--- config.mk ---
export PLATFORM = sky130hd
export DESIGN_NAME = pkt_dispatch_sched
export DESIGN_NICKNAME = d
export VERILOG_FILES = /design/src/rtl/pkt_dispatch_pkg.sv /design/src/rtl/pkt_dispatch_sched_credit.sv /design/src/rtl/pkt_dispatch_sched.sv
export SDC_FILE = /design/constraint.sdc
export NUM_CORES = 1
export LEC_CHECK = 0
export ABC_AREA = 1
export ABC_CLOCK_PERIOD_IN_PS = 3620
export CAP_MARGIN = 20
export CORE_AREA = 2 2 479 481
export CTS_CLUSTER_DIAMETER = 150
export CTS_CLUSTER_SIZE = 8
export DETAILED_ROUTE_END_ITERATION = 6
export DIE_AREA = 0 0 481 483
export GPL_TIMING_DRIVEN = 0
export PLACE_DENSITY = 0.3
export SLEW_MARGIN = 30
export SYNTH_ARGS = -nofsm -noshare
export SYNTH_HDL_FRONTEND = slang
export SYNTH_SLANG_ARGS = --single-unit
--- constraint.sdc ---
create_clock -name clk -period 3.62 [get_ports clk]
set_input_delay 0.724 -clock clk [delete_from_list [all_inputs] [get_ports clk]]
set_output_delay 0.724 -clock clk [all_outputs]
set_load 0.05 [all_outputs]
--- src/rtl/pkt_dispatch_pkg.sv ---
// Shared constants, beat layout and scheduler state encoding for pkt_dispatch_sched.
package pkt_dispatch_pkg;

  localparam int unsigned PKT_W       = 601;
  localparam int unsigned META_W      = 88;
  localparam int unsigned DATA_W      = 512;
  localparam int unsigned TLAST_BIT   = 512;
  localparam int unsigned SESSION_LSB = 0;
  localparam int unsigned SESSION_W   = 16;

  // One receiver beat: {metadata, tlast, data}, tlast lands on bit TLAST_BIT.
  typedef struct packed {
    logic [META_W-1:0] meta;
    logic              tlast;
    logic [DATA_W-1:0] data;
  } pkt_beat_t;

  typedef enum logic [1:0] {
    IDLE = 2'd0,
    ARB  = 2'd1,
    XFER = 2'd2
  } sched_state_e;

endpackage

--- src/rtl/pkt_dispatch_sched_credit.sv ---
// Per-lane outstanding-message counter; lane may take a new message while below the limit.
module lane_credit_ctr #(
  parameter int unsigned MAX_OUTSTANDING = 2
) (
  input  logic clk,
  input  logic rst,
  input  logic inc,
  input  logic dec,
  output logic has_credit,
  output logic underflow
);

  localparam int unsigned CNT_W = $clog2(MAX_OUTSTANDING + 1);

  logic [CNT_W-1:0] cnt_q;

  assign has_credit = (cnt_q < CNT_W'(MAX_OUTSTANDING));
  assign underflow  = dec && (cnt_q == '0);

  // Count accepted messages up, retired messages down; a retire at zero is ignored.
  always_ff @(posedge clk) begin
    if (rst) begin
      cnt_q <= '0;
    end else if (inc && !dec) begin
      cnt_q <= cnt_q + CNT_W'(1);
    end else if (dec && !inc && (cnt_q != '0)) begin
      cnt_q <= cnt_q - CNT_W'(1);
    end
  end

endmodule

--- src/rtl/pkt_dispatch_sched.sv ---
// Whole-message scheduler from the receiver stream to NUM_LANES top-k worker lanes.
// Round-robin by default; define DISPATCH_AFFINITY_EN to steer by session id instead.
module pkt_dispatch_sched
  import pkt_dispatch_pkg::*;
#(
  parameter int unsigned NUM_LANES       = 4,
  parameter int unsigned MAX_OUTSTANDING = 2,
  parameter int unsigned PKT_W           = pkt_dispatch_pkg::PKT_W
) (
  input  logic                         clk,
  input  logic                         rst,
  input  logic [PKT_W-1:0]             s_axis_pkt_TDATA,
  input  logic                         s_axis_pkt_TVALID,
  output logic                         s_axis_pkt_TREADY,
  output logic [PKT_W-1:0]             m_axis_pkt_TDATA,
  output logic [NUM_LANES-1:0]         m_axis_pkt_TVALID,
  input  logic [NUM_LANES-1:0]         m_axis_pkt_TREADY,
  input  logic [NUM_LANES-1:0]         lane_done,
  output logic [$clog2(NUM_LANES)-1:0] grant_lane,
  output logic                         busy,
  output logic                         credit_err
);

  localparam int unsigned LANE_W = $clog2(NUM_LANES);

  sched_state_e         state_q, state_d;
  logic [LANE_W-1:0]    rr_q, rr_d;
  logic [LANE_W-1:0]    grant_q, grant_d;
  logic                 busy_q;
  logic                 credit_err_q;
  logic [NUM_LANES-1:0] has_credit;
  logic [NUM_LANES-1:0] underflow;
  logic [NUM_LANES-1:0] inc;
  logic                 found;
  logic [LANE_W-1:0]    pick;
  pkt_beat_t            beat;

  assign beat             = pkt_beat_t'(s_axis_pkt_TDATA);
  assign m_axis_pkt_TDATA = beat;

  // One credit counter per lane; retirements are honoured in every state.
  for (genvar i = 0; i < int'(NUM_LANES); i++) begin : g_lane
    lane_credit_ctr #(
      .MAX_OUTSTANDING(MAX_OUTSTANDING)
    ) u_credit (
      .clk       (clk),
      .rst       (rst),
      .inc       (inc[i]),
      .dec       (lane_done[i]),
      .has_credit(has_credit[i]),
      .underflow (underflow[i])
    );
  end

`ifdef DISPATCH_AFFINITY_EN
  // Session affinity: the head beat's session id picks the lane, no fallback.
  always_comb begin
    pick  = LANE_W'(beat.meta[SESSION_LSB +: SESSION_W] % SESSION_W'(NUM_LANES));
    found = has_credit[pick];
  end
`else
  // Round-robin: first lane with credit after rr; reverse scan lets the nearest win.
  always_comb begin
    int unsigned idx;
    found = 1'b0;
    pick  = '0;
    for (int unsigned k = NUM_LANES; k >= 1; k--) begin
      idx = (32'(rr_q) + k) % NUM_LANES;
      if (has_credit[LANE_W'(idx)]) begin
        found = 1'b1;
        pick  = LANE_W'(idx);
      end
    end
  end
`endif

  // Next-state and stream steering.
  always_comb begin
    state_d           = state_q;
    rr_d              = rr_q;
    grant_d           = grant_q;
    inc               = '0;
    s_axis_pkt_TREADY = 1'b0;
    m_axis_pkt_TVALID = '0;
    unique case (state_q)
      IDLE: begin
        if (s_axis_pkt_TVALID) state_d = ARB;
      end
      ARB: begin
        if (found) begin
          grant_d = pick;
          rr_d    = pick;
          state_d = XFER;
        end
      end
      XFER: begin
        m_axis_pkt_TVALID[grant_q] = s_axis_pkt_TVALID;
        s_axis_pkt_TREADY          = m_axis_pkt_TREADY[grant_q];
        if (s_axis_pkt_TVALID && m_axis_pkt_TREADY[grant_q] && beat.tlast) begin
          inc[grant_q] = 1'b1;
          state_d      = IDLE;
        end
      end
      default: state_d = IDLE;
    endcase
  end

  // State, pointer, grant and status registers.
  always_ff @(posedge clk) begin
    if (rst) begin
      state_q      <= IDLE;
      rr_q         <= LANE_W'(NUM_LANES - 1);
      grant_q      <= '0;
      busy_q       <= 1'b0;
      credit_err_q <= 1'b0;
    end else begin
      state_q <= state_d;
      rr_q    <= rr_d;
      grant_q <= grant_d;
      busy_q  <= (state_d == XFER);
      if (|underflow) credit_err_q <= 1'b1;
    end
  end

  assign grant_lane = grant_q;
  assign busy       = busy_q;
  assign credit_err = credit_err_q;

endmodule

==> results.txt, run 1 <==
# rows: 175
CTS clk-pin slew, worst paths: 0.05 ns
Asr flop ratio synth: 0%
Reg-to-reg critical path startpoint: grant_lane[0]
Reg2reg end: busy
Filler cell count in the final layout: 26778
Slew headroom: 37.1%
Multi-input gate area: 764 um^2
Syn_area_per_cell: 7.26 um^2
YS warnings: 0
Die Span Y: 483 um
GR Util All Layers: 11.5%
Peak fanout along the critical path: 9
Reg2reg path depth: 9
Routed length per instance: 31.3 um
Min-delay src: state_q[1]
Final setup violation count: 0
Cell Area, Synth: 5710 um^2
Final Max Slew Viols: 0
Chip Width: 481 um
Most used DFF post-synth: dfxtp_1
Hold buffer count at CTS: 0
Sink Count: 16
FF-to-FF setup slack: 2.11 ns
Pre-antenna DRT Iters: 4
Final Hold Slack: 0.480 ns
Num CTS Buffers: 3
WP data required: 2.90 ns
Final Core Density: 7.02%
Arrival time worst endpoint: 2.57 ns
Clock Tree Root: clkbuf_16
Register area share after synthesis: 5.61%
Largest net degree at the start of global routing: 11
Crit Path Category: primary input to output pin
Drt total wl: 141000 um
Post-synth EDFFs: 0
First-pass GRT wire length: 155000 um
Latest clock arrival within the worst-skew pair: 0.25 ns
Worst hold path class: flop to flop
Synth Register Bits: 16
Final Hold Fails: 0
Leak Pwr: 5.90 nW
Vias: 8044
Min cycle time layout: 3.29 ns
Post-DR vias/cell: 1.79
Final Total Pwr: 3.40 mW
Top post-synthesis cells by count: 601 x buf_4, 58 x nand2_1, 16 x dfxtp_1, 16 x inv_1, 15 x nand2_2
TritonCTS clock tree: yes
Total congestion overflow: 0
Crit path from: m_axis_pkt_TREADY[3]
Hold Path Stages: 1
Maximum clock rate: 304 MHz
Peak VDD IR: 0.000129 V
MaxCap Viol Count: 0
Vias in the first global route: 7695
Area growth syn-to-layout: 179%
Nets@finish: 2024
Routed Antenna Nets: 0
Die ar.: 232000 um^2
GP Congestion: 0.917
Register area: 320 um^2
H-Tree Depth: 1
Post-synth top area cell: buf_4
Period utilization: 90.9%
Worst slew pin tran: 0.941 ns
Synth area leaders: buf_4 79%, dfxtp_1 5.6%, nand2_1 3.8%, nand2_2 1.6%, nand3_1 1.1%
Layout cells sized above 1: 46.0%
Post-synth cell types: 28
Total core area: 227000 um^2
Post-synth net total: 1399
IO buf count: 620
Post-DP HPWL: 138000 um
Power per cell area: 214 nW/um^2
Clk_skew: 0.00263 ns
Setup crit start kind: primary input
DRC: 0
Post-Synthesis Cells: 787
Clk buf depth: 2
Dominant cell by count in the synthesized netlist: buf_4
Share of the synthesized area in the top cell type: 79.0%
RSZ-0062 raised after global routing: false
Starting density of the core: 2.52%
Worst Hold Path EP: state_q[0]
I/O pin total: 1222
Crit end category: output pin
Outcome: completed
Initial antenna violation count: 302
Initial DRC count: 266
==> report_power, final <==
group	total [mW]	internal [mW]	switching, mW
sequential	0.201	0.188	0.0129
combinational	2.96	1.02	1.94
clock	0.247	0.168	0.0788
total	3.40	1.38	2.03
==> cell usage in the layout (no fill, tap or decap), types with 3 or more instances in the layout <==
cell type / instances
a21oi_1: 9
a21oi_2: 4
buf_2: 6
buf_4: 601
clkbuf_16: 3
clkdlybuf4s50_1: 613
dfxtp_1: 16
diode_2: 78
inv_1: 16
inv_2: 5
nand2_1: 58
nand2_2: 15
nand3_1: 13
nand3_2: 3
nor2_1: 14
nor3_1: 7
o21ai_0: 6
==> worst max path at each step <==
stage / slack (ns) / cells after the start / end
after global routing: 0.19 / 8 / s_axis_pkt_TREADY
after floorplan: 0.91 / 2 / m_axis_pkt_TVALID[3]
final: 0.33 / 8 / s_axis_pkt_TREADY
after global placement: -0.06 / 8 / s_axis_pkt_TREADY
after detailed placement: -0.07 / 8 / s_axis_pkt_TREADY
after CTS: 0.21 / 8 / s_axis_pkt_TREADY
==> metrics by stage <==
step                area [um^2]  setup slack (ns)  instances  TNS (ns)
finish                    15900             0.328       4498         0
global route              15800             0.190       4434         0
CTS                       15700             0.214       4420         0
detailed placement        15700           -0.0713       4416   -0.0713
global placement          15700           -0.0584       4416   -0.0751
floorplan                  5710             0.907        787         0
==> final cells by class <==
| class | instances | share of cell area [%] |
|---|---|---|
| Multi-Input combinational cell | 144 | 4.80 |
| Clock buffer | 4 | 0.558 |
| Buffer | 603 | 28.4 |
| Tap cell | 3009 | 23.6 |
| Inverter | 24 | 0.620 |
| Timing Repair Buffer | 620 | 38.8 |
| Sequential cell | 16 | 2.01 |
| Antenna cell | 78 | 1.22 |
==> metal layers <==
layer	wire, um	track usage, %
met5	1490	0
met4	2710	1.03
met3	33300	13.1
met2	63500	19.1
met1	39800	9.19
==> repair_timing <==
item,in CTS,in global routing
hold endpoints to repair,0,0
buffers inserted,0,0
gates resized for setup,1,0
endpoints found under the setup margin,1,0
==> cells by family (layout without fill, tap and decap cells) <==
kind of cell           Yosys count  count (layout)  synth area share (%)
buffers and inverters          627            1251                  81.0
AND/OR/NAND/NOR                120             120                  10.7
AO/OA/AOI/OAI                   24              24                  2.67
flip-flops                      16              16                  5.61
other                            0              78                     0
==> worst max-delay path, cell delays in order <==
cell and delay [ns]:
clkdlybuf4s50_1 0.46, nand2_1 0.05, nand2_1 0.10, nand2_2 0.09, nand2_8 0.16, inv_1 0.07, nor2_1 0.08, dlygate4sd2_1 0.80
==> registers in the layout, summed over array words and instances (netlist names) <==
| register | count |
|---|---|
| busy | 1 |
| state_q | 2 |
| rr_q | 2 |
| credit_err | 1 |
| grant_lane | 2 |
| g_lane.u_credit.cnt_q | 8 |
Power figures use the tool's default switching activity.
==> run 2: changes to the inputs <==
--- a/config.mk
+++ b/config.mk
@@ -8,11 +8,11 @@
 export ABC_AREA = 1
 export ABC_CLOCK_PERIOD_IN_PS = 3620
 export CAP_MARGIN = 20
-export CORE_AREA = 2 2 479 481
+export CORE_AREA = 4 4 467 469
 export CTS_CLUSTER_DIAMETER = 150
 export CTS_CLUSTER_SIZE = 8
 export DETAILED_ROUTE_END_ITERATION = 6
-export DIE_AREA = 0 0 481 483
+export DIE_AREA = 0 0 471 473
 export GPL_TIMING_DRIVEN = 0
 export PLACE_DENSITY = 0.3
 export SLEW_MARGIN = 30
==> run 2 against run 1 <==
Net effect:
- final cell count decreased by 4.4%
- clock power about the same
- combinational power about the same
- via count increased by 1.7%
- maximum frequency decreased by 2.9%
- register-to-register slack improved by 0.03 ns
- design area decreased by 1.8%
- critical endpoint unchanged
- non-clock buffer count unchanged
- die area decreased by 4.1%
- largest power group unchanged
- utilization increased by 0.29 points
- highest routed layer unchanged
==> results.txt, run 2 (synthesis gave the netlist of run 1 again) <==
DRC: 0
Crit-path slowest cell: clkdlybuf4s50_1
Die ar.: 223000 um^2
Starting density of the core: 2.67%
Routed Antenna Nets: 0
MaxCap Viol Count: 0
Num CTS Buffers: 3
I/O pin total: 1222
Clk buf depth: 2
IO buf count: 620
Number of post-CTS setup repair buffers: 0
Die Span Y: 473 um
PostCTS Resize Cnt: 0
Reg2reg end: g_lane[0].u_credit.cnt_q[0]
Sink Count: 16
Worst Path Buf+Inv: 3
Nets@finish: 2024
Peak fanout along the critical path: 9
Register area: 320 um^2
Hold buffer count at CTS: 0
Combinational share of power: 86.8%
P_int: 1.38 mW
Worst slew pin tran: 1.04 ns
Setup crit start kind: primary input
DR top layer: met5
Clock Tree Root: clkbuf_16
H-Tree Depth: 1
Leak Pwr: 5.89 nW
Chip Width: 471 um
Post-DR vias/cell: 1.90
Final Hold Fails: 0
Drt total wl: 140000 um
Metal3 WL: 31200 um
Clk_skew: 0.00331 ns
Metal1 wirelength: 41800 um
Outcome: completed
Post-DP HPWL: 137000 um
Vias: 8183
Layout cells sized above 1: 46.1%
TNS Setup: 0 ns
Sw Share: 59.2%
Routed length per instance: 32.6 um
WP data required: 2.90 ns
GR Util All Layers: 11.8%
Largest net degree at the start of global routing: 11
Power per cell area: 216 nW/um^2
Period utilization: 93.6%
TritonCTS clock tree: yes
# rows: 170
Vias in the first global route: 7706
Commonest cells after routing, fill and taps aside: 613 x clkdlybuf4s50_1, 601 x buf_4, 58 x nand2_1
Crit end category: output pin
First-pass GRT wire length: 155000 um
Initial DRC count: 285
Filler cell count in the final layout: 25183
CTS clk-pin slew, worst paths: 0.05 ns
P_sw: 2.00 mW
Crit-path cells: clkdlybuf4s50_1 > nand2_1 > nand2_1 > nand2_2 > nand2_8 > inv_1 > nor2_1 > clkdlybuf4s50_1
Top reg by flops: g_lane.u_credit.cnt_q
FF-to-FF setup slack: 2.14 ns
Peak VDD IR: 0.000117 V
Total core area: 214000 um^2
DR WL met2: 63400 um
Final Max Slew Viols: 0
Latest clock arrival within the worst-skew pair: 0.25 ns
Reg2reg path depth: 8
Crit Path Category: primary input to output pin
Initial antenna violation count: 309
Maximum clock rate: 295 MHz
Min-delay src: state_q[1]
Final setup violation count: 0
Hold Path Stages: 1
Reg-to-reg critical path startpoint: grant_lane[0]
Max reg flops: 8
Slew headroom: 30.7%
Part of the power in registers: 5.9%
Worst Hold Path EP: state_q[0]
Pre-antenna DRT Iters: 5
Final Hold Slack: 0.478 ns
Total congestion overflow: 0
RSZ-0062 raised after global routing: false
GP Congestion: 0.810
CP top delay family: buffers and inverters
Min cycle time layout: 3.39 ns
Worst hold path class: flop to flop
Area growth syn-to-layout: 174%
Clk pwr share: 7.3%
Crit-path max cell delay: 0.89 ns
Most common cell after layout, fill and taps aside: clkdlybuf4s50_1
Arrival time worst endpoint: 2.67 ns
Multi-input gate area: 764 um^2
==> run 2: cell count changes in the layout (fill, tap and decap cells not counted), sizes merged <==
cell / change
diode: -29
dlygate4sd2: -1
buf: +1
==> run 2: per-layer routing <==
metal / vias up / GRT usage, %
met5: - / 0
met4: 288 / 0.682
met3: 400 / 13.0
met2: 1044 / 19.6
met1: 3320 / 10.1
li1: 3131 / -
==> run 2: final cells by class <==
class | count | area share (%)
Buffer | 603 | 28.9
Clock buffer | 4 | 0.568
Multi-Input combinational cell | 144 | 4.89
Sequential cell | 16 | 2.05
Antenna cell | 49 | 0.784
Inverter | 24 | 0.632
Tap cell | 2838 | 22.7
Timing Repair Buffer | 620 | 39.4
==> run 2: through the flow <==
step                instance area (um^2)  instances  power [mW]  util (%)  worst slack (ns)
floorplan                           5710        787        2.12         -             0.907
global placement                   15500       4245        3.22      7.23             0.115
detailed placement                 15400       4245        3.22      7.22             0.201
CTS                                15500       4249        3.48      7.26             0.192
global route                       15500       4257        3.50      7.26            0.0921
finish                             15600       4298        3.37      7.31             0.231
==> run 2: how the worst max path moves through the flow <==
stage                          startpoint                     to  slack, ns  cells after the start
CTS                  m_axis_pkt_TREADY[1]      s_axis_pkt_TREADY       0.19                      8
detailed placement   m_axis_pkt_TREADY[1]      s_axis_pkt_TREADY       0.20                      8
finish               m_axis_pkt_TREADY[1]      s_axis_pkt_TREADY       0.23                      8
global placement    s_axis_pkt_TDATA[512]  m_axis_pkt_TDATA[512]       0.12                      3
global route         m_axis_pkt_TREADY[1]      s_axis_pkt_TREADY       0.09                      8
floorplan                   grant_lane[0]   m_axis_pkt_TVALID[3]       0.91                      2
==> run 2: power groups by stage <==
stage               combinational (mW)  clock (mW)  sequential, mW
global route                      3.04       0.259           0.201
CTS                               3.03       0.255           0.200
global placement                  3.02           0           0.203
finish                            2.93       0.247           0.199
detailed placement                3.02           0           0.203
floorplan                         1.90           0           0.214
==> run 3: changes to the inputs <==
--- a/config.mk
+++ b/config.mk
@@ -9,11 +9,12 @@
 export ABC_CLOCK_PERIOD_IN_PS = 3620
 export CAP_MARGIN = 20
 export CORE_AREA = 4 4 467 469
-export CTS_CLUSTER_DIAMETER = 150
+export CTS_CLUSTER_DIAMETER = 100
 export CTS_CLUSTER_SIZE = 8
 export DETAILED_ROUTE_END_ITERATION = 6
 export DIE_AREA = 0 0 471 473
 export GPL_TIMING_DRIVEN = 0
+export HOLD_SLACK_MARGIN = 0.08
 export PLACE_DENSITY = 0.3
 export SLEW_MARGIN = 30
 export SYNTH_ARGS = -nofsm -noshare
==> results of run 3 <==
Same layout as run 2: the final DEF is identical, and so are final timing and power.
